`config.mk`:
```
export PLATFORM = sky130hd
export DESIGN_NAME = rmii_tx_framer
export DESIGN_NICKNAME = d
export VERILOG_FILES = /design/src/rtl/rmii_tx_framer.sv
export SDC_FILE = /design/constraint.sdc
export NUM_CORES = 1
export LEC_CHECK = 0
export CORE_MARGIN = 3
export CORE_UTILIZATION = 60
export CTS_BUF_LIST = sky130_fd_sc_hd__clkbuf_8
export CTS_CLUSTER_SIZE = 40
export DETAILED_ROUTE_END_ITERATION = 16
export HOLD_SLACK_MARGIN = 0.02
export PLACE_DENSITY = 0.92
export REMOVE_ABC_BUFFERS = 1
export SLEW_MARGIN = 20
export SYNTH_ARGS = -nofsm -noshare
export SYNTH_HDL_FRONTEND = slang
export SYNTH_SLANG_ARGS = --single-unit
```
`constraint.sdc`:
```
create_clock -name CLK -period 4.5 [get_ports CLK]
set_input_delay 1.35 -clock CLK [delete_from_list [all_inputs] [get_ports CLK]]
set_output_delay 1.35 -clock CLK [all_outputs]
set_load 0.005 [all_outputs]
```
`src/rtl/rmii_tx_framer.sv`:
```
// RMII 100 Mb/s transmit framer: preamble/SFD, zero pad to minimum length, inter-frame gap.
// Define ETH_TX_FCS_EN to append a CRC-32 FCS; otherwise upstream supplies the FCS bytes.
module rmii_tx_framer #(
    parameter int IFG_BYTES       = 12,
    parameter int MIN_FRAME_BYTES = 60
) (
    input  logic       CLK,
    input  logic       RST_N,
    input  logic [7:0] S_TDATA,
    input  logic       S_TVALID,
    input  logic       S_TLAST,
    output logic       S_TREADY,
    output logic       ETH_TXEN,
    output logic [1:0] ETH_TXD,
    output logic       TX_BUSY,
    output logic       TX_DONE,
    output logic       TX_UNDERRUN
);

`ifdef ETH_TX_FCS_EN
    typedef enum logic [2:0] {IDLE, PRE, SFD, DATA, PAD, FCS, IFG} state_t;
`else
    typedef enum logic [2:0] {IDLE, PRE, SFD, DATA, PAD, IFG} state_t;
`endif

    localparam logic [10:0] MIN_B    = 11'(MIN_FRAME_BYTES);
    localparam logic [10:0] IFG_LAST = 11'(IFG_BYTES - 1);

    state_t      state_q, state_d;
    logic [1:0]  dcnt_q, dcnt_d;
    logic [10:0] bcnt_q, bcnt_d;
    logic        last_q, last_d;
    logic [7:0]  data_q, data_d;
    logic        txen_q, txen_d;
    logic [1:0]  txd_q, txd_d;
    logic        busy_q, busy_d;
    logic        done_q, done_d;
    logic        urun_q, urun_d;
    logic [10:0] bcntInc;
    logic        accept;
    logic        underrun;

    assign S_TREADY    = ((state_q == SFD) || (state_q == DATA)) && (dcnt_q == 2'd3) && !last_q;
    assign accept      = S_TREADY && S_TVALID;
    assign underrun    = S_TREADY && !S_TVALID;
    assign bcntInc     = (bcnt_q == 11'h7FF) ? bcnt_q : bcnt_q + 11'd1;
    assign ETH_TXEN    = txen_q;
    assign ETH_TXD     = txd_q;
    assign TX_BUSY     = busy_q;
    assign TX_DONE     = done_q;
    assign TX_UNDERRUN = urun_q;

    always_ff @(posedge CLK or negedge RST_N) begin
        if (!RST_N) begin
            state_q <= IDLE;
            dcnt_q  <= 2'd0;
            bcnt_q  <= 11'd0;
            last_q  <= 1'b0;
            data_q  <= 8'd0;
        end else begin
            state_q <= state_d;
            dcnt_q  <= dcnt_d;
            bcnt_q  <= bcnt_d;
            last_q  <= last_d;
            data_q  <= data_d;
        end
    end

    // dcnt/bcnt describe the dibit on the wire; bcnt is reused as the byte index of each phase
    always_comb begin
        state_d = state_q;
        dcnt_d  = dcnt_q + 2'd1;
        bcnt_d  = bcnt_q;
        last_d  = last_q;
        data_d  = data_q;
        case (state_q)
            IDLE: begin
                dcnt_d = 2'd0;
                bcnt_d = 11'd0;
                last_d = 1'b0;
                if (S_TVALID) state_d = PRE;
            end
            PRE: begin
                if (dcnt_q == 2'd3) begin
                    bcnt_d = bcntInc;
                    if (bcnt_q == 11'd6) begin
                        state_d = SFD;
                        bcnt_d  = 11'd0;
                    end
                end
            end
            SFD, DATA: begin
                if (underrun) begin
                    state_d = IFG;
                    dcnt_d  = 2'd0;
                    bcnt_d  = 11'd0;
                end else if (accept) begin
                    state_d = DATA;
                    bcnt_d  = bcntInc;
                    data_d  = S_TDATA;
                    last_d  = S_TLAST;
                end else if ((state_q == DATA) && (dcnt_q == 2'd3) && last_q) begin
                    if (bcnt_q < MIN_B) begin
                        state_d = PAD;
                    end else begin
`ifdef ETH_TX_FCS_EN
                        state_d = FCS;
`else
                        state_d = IFG;
`endif
                        bcnt_d  = 11'd0;
                    end
                end
            end
            PAD: begin
                if (dcnt_q == 2'd3) begin
                    bcnt_d = bcntInc;
                    if (bcntInc >= MIN_B) begin
`ifdef ETH_TX_FCS_EN
                        state_d = FCS;
`else
                        state_d = IFG;
`endif
                        bcnt_d  = 11'd0;
                    end
                end
            end
`ifdef ETH_TX_FCS_EN
            FCS: begin
                if (dcnt_q == 2'd3) begin
                    bcnt_d = bcntInc;
                    if (bcnt_q == 11'd3) begin
                        state_d = IFG;
                        bcnt_d  = 11'd0;
                    end
                end
            end
`endif
            IFG: begin
                if (dcnt_q == 2'd3) begin
                    bcnt_d = bcntInc;
                    if (bcnt_q == IFG_LAST) begin
                        state_d = IDLE;
                        bcnt_d  = 11'd0;
                    end
                end
            end
            default: state_d = IDLE;
        endcase
    end

`ifdef ETH_TX_FCS_EN
    logic [31:0] crc_q, crc_d;

    function automatic logic [31:0] crcStep(input logic [31:0] c, input logic b);
        crcStep = (c[0] ^ b) ? ((c >> 1) ^ 32'hEDB88320) : (c >> 1);
    endfunction

    // CRC follows the dibits actually sent during DATA/PAD; it is frozen while the FCS goes out
    always_comb begin
        crc_d = crc_q;
        if (state_d == SFD) begin
            crc_d = 32'hFFFFFFFF;
        end else if ((state_d == DATA) || (state_d == PAD)) begin
            crc_d = crcStep(crcStep(crc_q, txd_d[0]), txd_d[1]);
        end
    end

    always_ff @(posedge CLK or negedge RST_N) begin
        if (!RST_N) crc_q <= 32'hFFFFFFFF;
        else        crc_q <= crc_d;
    end
`endif

    always_comb begin
        txen_d = 1'b1;
        txd_d  = 2'b01;
        busy_d = (state_d != IDLE);
        done_d = (state_d == IFG) && (state_q != IFG) && !underrun;
        urun_d = underrun;
        case (state_d)
            IDLE, IFG: begin
                txen_d = 1'b0;
                txd_d  = 2'b00;
            end
            PRE:  txd_d = 2'b01;
            SFD:  txd_d = (dcnt_d == 2'd3) ? 2'b11 : 2'b01;
            DATA: txd_d = data_d[{dcnt_d, 1'b0} +: 2];
            PAD:  txd_d = 2'b00;
`ifdef ETH_TX_FCS_EN
            FCS:  txd_d = ~crc_q[{bcnt_d[1:0], dcnt_d, 1'b0} +: 2];
`endif
            default: begin
                txen_d = 1'b0;
                txd_d  = 2'b00;
            end
        endcase
    end

    always_ff @(posedge CLK or negedge RST_N) begin
        if (!RST_N) begin
            txen_q <= 1'b0;
            txd_q  <= 2'b00;
            busy_q <= 1'b0;
            done_q <= 1'b0;
            urun_q <= 1'b0;
        end else begin
            txen_q <= txen_d;
            txd_q  <= txd_d;
            busy_q <= busy_d;
            done_q <= done_d;
            urun_q <= urun_d;
        end
    end

endmodule

```
==> results.py, run 1 <==
metrics = {
    "status": {
        "status": "finished clean",
    },
    "global_route": {
        "antenna_found_initial": 0,
        "gr-total-overflow": 0,
        "grt_pass1_vias": 1694,
        "grt_start_max_net_pins": 32,
        "grt_pass1_wl_um": 8560,
        "gr-usage-all-layers_pct": 27.6,
    },
    "routing": {
        "wl_met3_um": 426,
        "highest_layer": "met4",
        "routedWlPerCell_um": 18.7,
        "drt_iter0_markers": 195,
        "routed_wl_um": 4920,
        "dr.pass1.iters": 5,
        "dr_wl_met2_um": 2410,
        "wl_met1_um": 1980,
        "vias_per_cell": 6.67,
        "postRouteAntennaNets": 0,
        "drc": 0,
        "vias": 1753,
    },
    "sta": {
        "worst_slew_pin_slew_ps": 558,
        "hold_viol_final": 0,
        "setup_slack_ps": 1230,
        "grt_setup_unrepaired": "false",
        "drv_slew": 0,
        "tns_ps": 0,
        "setup_viol": 0,
        "fin_crit_ps": 3270,
        "fmax_mhz": 306,
        "finClkSkew_ps": 5.06,
        "period_share_pct": 72.7,
        "max_slew_margin_pct": 62.8,
    },
    "power": {
        "power.total_mw": 0.585,
        "p_seq_share_pct": 47.6,
        "powerDensity_nw_per_um2": 262,
        "clockPowerShare_pct": 49.6,
        "power_leakage_nw": 0.939,
        "p_sw_mw": 0.118,
        "power.internal_mw": 0.467,
        "pwr-share-comb_pct": 2.9,
        "peakVddDrop_v": 0.000216,
        "p_sw_share_pct": 20.2,
    },
    "synth": {
        "avgSynthCellArea_um2": 9.49,
        "synthFlopType": "dfrtp_1",
        "synth_top_area_cell": "dfrtp_1",
        "ys_seq_elements": 31,
        "yosysSeqAreaShare_pct": 40.3,
        "synth-xor-area-share_pct": 0.455,
        "yosys-top-cells-area": "dfrtp_1, mux2_2, nand2_1",
        "synth_top_family_by_area": "simple AND/OR/NAND/NOR gates",
        "synth-compound-area-share_pct": 18.8,
        "async_flop_share_pct": 100,
        "synth_fa_ha_area_share_pct": 1.95,
        "netlist_instances": 203,
        "ys_warn_count": 0,
        "synth.mux.area_fraction_pct": 7.54,
        "synth.cell_area_um2": 1930,
        "synth_commonest_cells": "dfrtp_1, nand2_1, nor2_1",
        "synth_simple_gate_area_share_pct": 26.0,
        "synth_most_common_cell": "dfrtp_1",
        "netlist-cell-type-count": 63,
        "synth_edf_count": 0,
        "synth_top_area_share_pct": 40.3,
    },
    "floorplan": {
        "ioPinCount": 19,
        "die_h_um": 62.7,
        "core_area_um2": 2900,
        "floorplan.die.width_um": 62.7,
        "fp.dieArea_um2": 3930,
        "num_rows": 19,
        "start_util_pct": 66.4,
    },
    "clock_tree": {
        "cts_hold_buf": 0,
        "clock-sinks": 31,
        "clk_pin_slew_ps": 70,
        "clock_latency_ps": 290,
        "cts_resized": 0,
        "numCtsBuffers": 5,
        "cts_buffer_depth": 2,
        "cts_tree": "built",
        "postCtsSetupBuffers": 0,
        "cts_root_buf": "clkbuf_8",
        "htreeDepth": 2,
    },
    "min_path": {
        "holdPathStages": 1,
        "hold_path_end": "data_q[2]$_DFF_PN0_",
        "hold_path.class": "register to register",
        "min_from": "data_q[2]$_DFF_PN0_",
    },
    "layout": {
        "fin_util_pct": 77.1,
        "fillers": 197,
        "layout-drive-gt1-share_pct": 16.7,
        "antennaDiodeCount": 0,
        "finalNetCount": 235,
        "area_delta_synth_final_pct": 16.2,
        "design_area_um2": 2240,
    },
    "placement": {
        "pre_cts_slack_ps": 1080,
        "place_area_um2": 2120,
        "globalplace.congestion": 0.898,
        "dp_hpwl_um": 3410,
        "io_buffers": 18,
    },
    "setup_path": {
        "reg2reg_to": "bcnt_q[7]$_DFFE_PN0P_",
        "worstRegToRegCells": 9,
        "crit_required_ps": 3150,
        "critPathLaunchType": "register",
        "r2r_slack_ps": 1760,
        "crit-reg2reg-launch": "bcnt_q[0]$_DFFE_PN0P_",
        "worst_setup_path_end_kind": "output pin",
        "worstSetupPathType": "register to output pin",
        "path_max_fanout": 14,
        "crit_arrival_ps": 1920,
    },
    "job": {
        "drv_cap": 0,
    },
}
final cells by class:
class	count	area (um2)	area share, %
clock inverters	2	35.0	1.57
repair buffers	20	195	8.72
well taps	42	52.6	2.35
multi-input cells	151	1050	47.1
clock buffers	6	82.6	3.69
inverters	11	41.3	1.85
flip-flops and latches	31	776	34.7
power groups by stage:
stage / clock network, mW / registers, mW / logic [mW]
after detailed placement: 0 / 0.284 / 0.0169
after global routing: 0.307 / 0.278 / 0.0181
after floorplan: 0 / 0.284 / 0.000402
after global placement: 0 / 0.284 / 0.0162
final: 0.290 / 0.279 / 0.0167
after CTS: 0.290 / 0.279 / 0.0170
critical path, cell delays in order (launching register included):
cell	delay, ps
dfrtp_1	610
nor2b_1	220
nand3b_1	150
inv_1	130
clkdlybuf4s50_1	510
cell usage in the layout, fill, tap and decap left out, drive strengths merged, types with 3 or more instances in the layout:
master and instances:
nor2 19, dfrtp 31, clkbuf 6, nor2b 5, nand3b 4, nand2 21, mux2 8, ha 3
o21ai 17, nand3 8, nor3 5, a21oi 7, or2 3, inv 11, o21bai 3, and2 4
clkdlybuf4s50 18
routing by layer:
layer  global-route usage (%)  vias to the layer above
li1                         -                      766
met2                     43.1                      120
met1                     37.0                      846
met3                     7.55                       21
met5                        0                        -
met4                     9.64                        0
worst max path at each step:
stage / startpoint / end / slack [ps]
4_1_cts: state_q[1]$_DFF_PN0_ / S_TREADY / 1230
3_5_place_dp: S_TVALID / bcnt_q[8]$_DFFE_PN0P_ / 1080
6_report: state_q[1]$_DFF_PN0_ / S_TREADY / 1230
5_1_grt: state_q[1]$_DFF_PN0_ / S_TREADY / 1120
2_1_floorplan: S_TVALID / bcnt_q[8]$_DFFE_PN0P_ / 1610
3_3_place_gp: S_TVALID / bcnt_q[8]$_DFFE_PN0P_ / 1200
registers in the layout, indices dropped and copies added (netlist names):
signal	count
TX_BUSY	1
ETH_TXD	2
TX_UNDERRUN	1
data_q	8
dcnt_q	2
state_q	3
last_q	1
TX_DONE	1
bcnt_q	11
ETH_TXEN	1
through the flow:
stage	instances	hold slack [ps]
final	263	505
after global routing	263	518
after floorplan	193	467
after detailed placement	255	489
after CTS	263	507
after global placement	255	479
logic make-up after synthesis:
| family | Yosys count |
|---|---|
| AOI/OAI and AO/OA | 50 |
| xor gates and xnor gates | 1 |
| adders and majority gates | 3 |
| buffers and inverters | 21 |
| DFF | 31 |
| muxes | 11 |
| and+or+nand+nor | 86 |
Note: power is estimated with default switching activity, not from simulation.
==> run 2: changes to the inputs <==
CORE_UTILIZATION = 53   (was 60)
PLACE_DENSITY = 0.87   (was 0.92)
clock period = 2.9 ns   (was 4.5 ns; I/O delays follow)
==> results.py, run 2 (synthesized netlist as in run 1, its figures left out) <==
metrics = {
    "sta": {
        "drv_slew": 0,
        "hold_viol_final": 0,
        "grt_setup_unrepaired": "false",
        "fmax_mhz": 370,
        "worst_slew_pin_slew_ps": 454,
        "finClkSkew_ps": 3.66,
        "fin_crit_ps": 2700,
        "tns_ps": 0,
        "max_slew_margin_pct": 69.6,
        "period_share_pct": 93.2,
        "setup_viol": 0,
    },
    "setup_path": {
        "crit-reg2reg-launch": "bcnt_q[0]$_DFFE_PN0P_",
        "critPathLaunch": "bcnt_q[0]$_DFFE_PN0P_",
        "cpLargestDelayFamily": "compound AO/OA/AOI/OAI gates",
        "worstSetupPathType": "register to register",
        "crit_arrival_ps": 2860,
        "worstRegToRegCells": 9,
        "r2r_slack_ps": 200,
        "crit_required_ps": 3060,
        "path_max_fanout": 6,
        "cp.buffers_inverters": 2,
        "crit_end": "bcnt_q[6]$_DFFE_PN0P_",
        "cp.depth": 9,
        "cp_slowest_cell": "or4bb_1",
        "reg2reg_to": "bcnt_q[6]$_DFFE_PN0P_",
        "critPathMaxStageDelay_ps": 480,
        "critPathLaunchType": "register",
        "path_cells": "inv_1, ha_1, or4bb_1, a2111o_1, a21boi_2, a311oi_2, buf_4, a21o_1, a22o_1",
        "worst_setup_path_end_kind": "register",
    },
    "layout": {
        "multi_input_comb_area_um2": 1050,
        "design_area_um2": 2290,
        "final_cell_mix": "dfrtp_1, nand2_1, nor2_1, clkdlybuf4s50_1, inv_1",
        "layout-drive-gt1-share_pct": 19.3,
        "fillers": 262,
        "fin_util_pct": 67.2,
        "area_delta_synth_final_pct": 19.2,
        "finalNetCount": 242,
        "final-seq-area_um2": 776,
        "stdcell_count": 274,
        "largest_reg_flops": 11,
        "antennaDiodeCount": 0,
        "top_register": "bcnt_q",
        "largestRegisters": "bcnt_q (11), data_q (8), state_q (3)",
        "final_common_cell": "dfrtp_1",
    },
    "clock_tree": {
        "cts_buffer_depth": 2,
        "postCtsSetupBuffers": 0,
        "clock-sinks": 31,
        "htreeDepth": 2,
        "cts_resized": 0,
        "cts_root_buf": "clkbuf_8",
        "numCtsBuffers": 5,
        "clk_pin_slew_ps": 60,
        "cts_hold_buf": 0,
        "clock_latency_ps": 280,
        "cts_tree": "built",
    },
    "routing": {
        "dr.pass1.iters": 4,
        "routedWlPerCell_um": 15.5,
        "vias": 1640,
        "postRouteAntennaNets": 0,
        "vias_per_cell": 5.99,
        "drc": 0,
        "routed_wl_um": 4260,
        "drt_iter0_markers": 239,
    },
    "global_route": {
        "gr-usage-all-layers_pct": 21.8,
        "antenna_found_initial": 0,
        "grt_pass1_vias": 1566,
        "grt_pass1_wl_um": 7330,
        "gr-total-overflow": 0,
        "grt_start_max_net_pins": 32,
    },
    "placement": {
        "globalplace.congestion": 0.929,
        "io_buffers": 18,
        "place_area_um2": 2180,
        "dp_hpwl_um": 3100,
        "dpl.cell_count": 266,
    },
    "floorplan": {
        "num_rows": 21,
        "die_h_um": 66.3,
        "floorplan.die.width_um": 66.3,
        "core_area_um2": 3420,
        "ioPinCount": 19,
        "fp.dieArea_um2": 4390,
        "start_util_pct": 56.4,
    },
    "job": {
        "drv_cap": 0,
    },
    "power": {
        "power_leakage_nw": 0.975,
        "p_seq_share_pct": 48.5,
        "peakVddDrop_v": 0.000231,
        "power.internal_mw": 0.724,
        "p_sw_mw": 0.168,
        "pwr-share-comb_pct": 2.8,
        "powerDensity_nw_per_um2": 389,
        "clockPowerShare_pct": 48.7,
        "p_sw_share_pct": 18.8,
    },
    "status": {
        "status": "finished clean",
    },
    "min_path": {
        "hold_path.class": "register to register",
    },
}
[run 2: cell count changes in the layout (fill, tap and decap cells not counted)]
cell / before / now
buf_4: 2 / 9
[run 2: layout make-up]
class | instances | share of cell area (%)
tap | 46 | 2.51
clock inverter | 2 | 1.53
clock buffer | 6 | 3.60
multi-input combinational | 151 | 46.0
inverter | 11 | 1.80
timing repair buffer | 27 | 10.8
sequential | 31 | 33.8
[run 2: power groups by stage]
stage,Clock [mW],Combinational (mW),Sequential [mW]
finish,0.435,0.0253,0.432
global route,0.461,0.0278,0.432
CTS,0.447,0.0260,0.432
detailed placement,0,0.0261,0.440
global placement,0,0.0253,0.440
floorplan,0,0.000623,0.441
[run 2: how the worst min path moves through the flow]
stage / start / to / slack (ps) / depth (start not counted)
3_5_place_dp: data_q[3]$_DFF_PN0_ / data_q[3]$_DFF_PN0_ / 480 / 1
3_3_place_gp: data_q[6]$_DFF_PN0_ / data_q[6]$_DFF_PN0_ / 480 / 1
6_report: data_q[3]$_DFF_PN0_ / data_q[3]$_DFF_PN0_ / 500 / 1
2_1_floorplan: data_q[4]$_DFF_PN0_ / data_q[4]$_DFF_PN0_ / 470 / 1
4_1_cts: data_q[3]$_DFF_PN0_ / data_q[3]$_DFF_PN0_ / 500 / 1
5_1_grt: data_q[7]$_DFF_PN0_ / data_q[7]$_DFF_PN0_ / 520 / 1
[run 2: worst reg2reg max path, stage by stage, from the launching register on]
cell      delay (ps)
dfrtp_1          440
inv_1            120
ha_1             200
or4bb_1          480
a2111o_1         460
a21boi_2         190
a311oi_2          90
buf_4            190
a21o_1           170
a22o_1           240
[run 2: routing by layer]
layer	vias to the layer above	GRT usage, %	share of wire (%)
li1	785	-	-
met1	805	29.7	44
met2	45	35.3	50
met3	5	2.55	4.4
met4	0	8.63	1.5
met5	-	0	0
[run 2: stage by stage]
step           power (mW)  worst slack [ps]  hold slack [ps]
2_1_floorplan       0.441               407              467
3_3_place_gp        0.466               185              478
3_5_place_dp        0.467              95.8              484
4_1_cts             0.905               208              499
5_1_grt             0.920              50.7              521
6_report            0.892               197              497
==> run 3: changes to the inputs <==
CELL_PAD_IN_SITES_DETAIL_PLACEMENT = 1   (was default)
CELL_PAD_IN_SITES_GLOBAL_PLACEMENT = 1   (was default)
CORE_UTILIZATION = 41   (was 53)
GPL_TIMING_DRIVEN = 0   (was default)
==> results.py, run 3 (synthesized netlist as in run 1, its figures left out) <==
metrics = {
    "clock_tree": {
        "clock_latency_ps": 280,
        "htreeDepth": 2,
        "cts_root_buf": "clkbuf_8",
        "cts_tree": "built",
        "clk_pin_slew_ps": 70,
        "cts_buffer_depth": 2,
        "clock-sinks": 31,
        "numCtsBuffers": 5,
    },
    "setup_path": {
        "crit_required_ps": 2030,
        "path_cells": "nand3b_1, inv_1, clkdlybuf4s50_1",
        "r2r_slack_ps": 180,
        "worst_setup_path_end_kind": "output pin",
        "worstSetupPathType": "register to output pin",
        "crit_arrival_ps": 1870,
        "crit-reg2reg-launch": "bcnt_q[0]$_DFFE_PN0P_",
        "path_max_fanout": 19,
        "worstRegToRegCells": 9,
        "cp_slowest_cell": "dfrtp_1",
        "critPathLaunchType": "register",
        "critPathMaxStageDelay_ps": 610,
        "reg2reg_to": "bcnt_q[6]$_DFFE_PN0P_",
    },
    "global_route": {
        "gr-total-overflow": 0,
        "grt_pass1_wl_um": 8540,
        "antenna_found_initial": 0,
        "gr-usage-all-layers_pct": 20.5,
        "grt_pass1_vias": 1748,
        "grt_start_max_net_pins": 32,
    },
    "floorplan": {
        "floorplan.die.width_um": 74.5,
        "fp.dieArea_um2": 5550,
        "die_h_um": 74.5,
        "start_util_pct": 43.3,
        "ioPinCount": 19,
        "core_area_um2": 4440,
        "num_rows": 24,
    },
    "layout": {
        "antennaDiodeCount": 0,
        "final-seq-area_um2": 777,
        "largestRegisters": "bcnt_q (11), data_q (8), state_q (3)",
        "fin_util_pct": 50.5,
        "largest_reg_flops": 11,
        "fillers": 517,
        "final_cell_mix": "dfrtp_1, nand2_1, nor2_1",
        "layout-drive-gt1-share_pct": 18.0,
        "multi_input_comb_area_um2": 1070,
        "area_delta_synth_final_pct": 16.4,
        "top_register": "bcnt_q",
        "finalNetCount": 237,
        "final_common_cell": "dfrtp_1",
    },
    "sta": {
        "max_slew_margin_pct": 52.8,
        "period_share_pct": 94.6,
        "grt_setup_unrepaired": "false",
        "tns_ps": 0,
        "setup_viol": 0,
        "finClkSkew_ps": 7.55,
        "fmax_mhz": 365,
        "hold_viol_final": 0,
        "fin_crit_ps": 2740,
        "drv_slew": 0,
        "setup_slack_ps": 157,
        "worst_slew_pin_slew_ps": 709,
    },
    "power": {
        "powerDensity_nw_per_um2": 355,
        "power_leakage_nw": 0.935,
        "peakVddDrop_v": 0.000225,
    },
    "min_path": {
        "hold_path_end": "data_q[6]$_DFF_PN0_",
        "holdPathStages": 1,
        "hold_path.class": "register to register",
        "min_from": "data_q[6]$_DFF_PN0_",
    },
    "status": {
        "status": "finished clean",
    },
    "routing": {
        "dr.pass1.iters": 4,
        "routedWlPerCell_um": 18.8,
        "routed_wl_um": 5140,
        "drt_iter0_markers": 128,
        "drc": 0,
        "postRouteAntennaNets": 0,
        "vias_per_cell": 6.04,
        "vias": 1654,
    },
    "placement": {
        "globalplace.congestion": 0.814,
        "io_buffers": 18,
        "dp_hpwl_um": 3660,
        "pre_cts_slack_ps": -592,
    },
    "job": {
        "drv_cap": 0,
    },
}
run 3: cell types whose count changed in the layout (fill, tap and decap cells not counted):
cell	change
buf_2	+1
a311oi_4	+1
buf_4	-5
a311oi_2	-1
clkdlybuf4s50_1	-1
bufinv_16	-1
dfrtp_1	-1
dfrtp_2	+1
run 3: what timing repair did:
| action | 4_1_cts | 5_1_grt |
|---|---|---|
| endpoints found under the setup margin | 9 | 1 |
| setup buffers | 4 | 0 |
| gates resized for setup | 1 | 1 |
| hold buffers | 0 | 0 |
| pin swaps | 1 | 0 |
run 3: cell type report:
class                           count  area share (%)
Timing Repair Buffer               22            9.15
Multi-Input combinational cell    151            47.5
Tap cell                           52            2.90
Sequential cell                    31            34.7
Clock inverter                      1           0.223
Inverter                           11            1.84
Clock buffer                        6            3.68
run 3: layer usage:
layer | vias to the layer above | global-route usage, % | part of all wire [%]
met5 | - | 0 | 0
met4 | 0 | 8.89 | 2.0
met3 | 10 | 3.24 | 1.8
met2 | 27 | 35.7 | 53
met1 | 846 | 24.9 | 43
li1 | 771 | - | -
run 3: power by group:
part	internal [mW]	switching, mW
Clock	0.186	0.154
Sequential	0.432	0
Combinational	0.0127	0.0110
Total	0.631	0.165
run 3: metrics by stage:
stage | hold slack (ps) | total power [mW] | instances | instance area [um2]
final | 506 | 0.796 | 274 | 2240
after global routing | 525 | 0.826 | 274 | 2240
after CTS | 510 | 0.807 | 274 | 2240
after detailed placement | 495 | 0.465 | 263 | 2110
after global placement | 475 | 0.465 | 263 | 2120
after floorplan | 467 | 0.441 | 193 | 1870
run 3: worst max-delay path by stage:
stage	startpoint	to
floorplan	state_q[1]$_DFF_PN0_	bcnt_q[8]$_DFFE_PN0P_
global placement	S_TVALID	bcnt_q[8]$_DFFE_PN0P_
detailed placement	S_TVALID	bcnt_q[8]$_DFFE_PN0P_
CTS	state_q[1]$_DFF_PN0_	S_TREADY
global route	bcnt_q[0]$_DFFE_PN0P_	bcnt_q[7]$_DFFE_PN0P_
finish	state_q[2]$_DFF_PN0_	S_TREADY
run 3: worst max-delay path: cells and delay by family (launching register included):
| kind | cells | cell delay, ps |
|---|---|---|
| buf+inv | 2 | 640 |
| flops | 1 | 610 |
| simple gates | 1 | 340 |
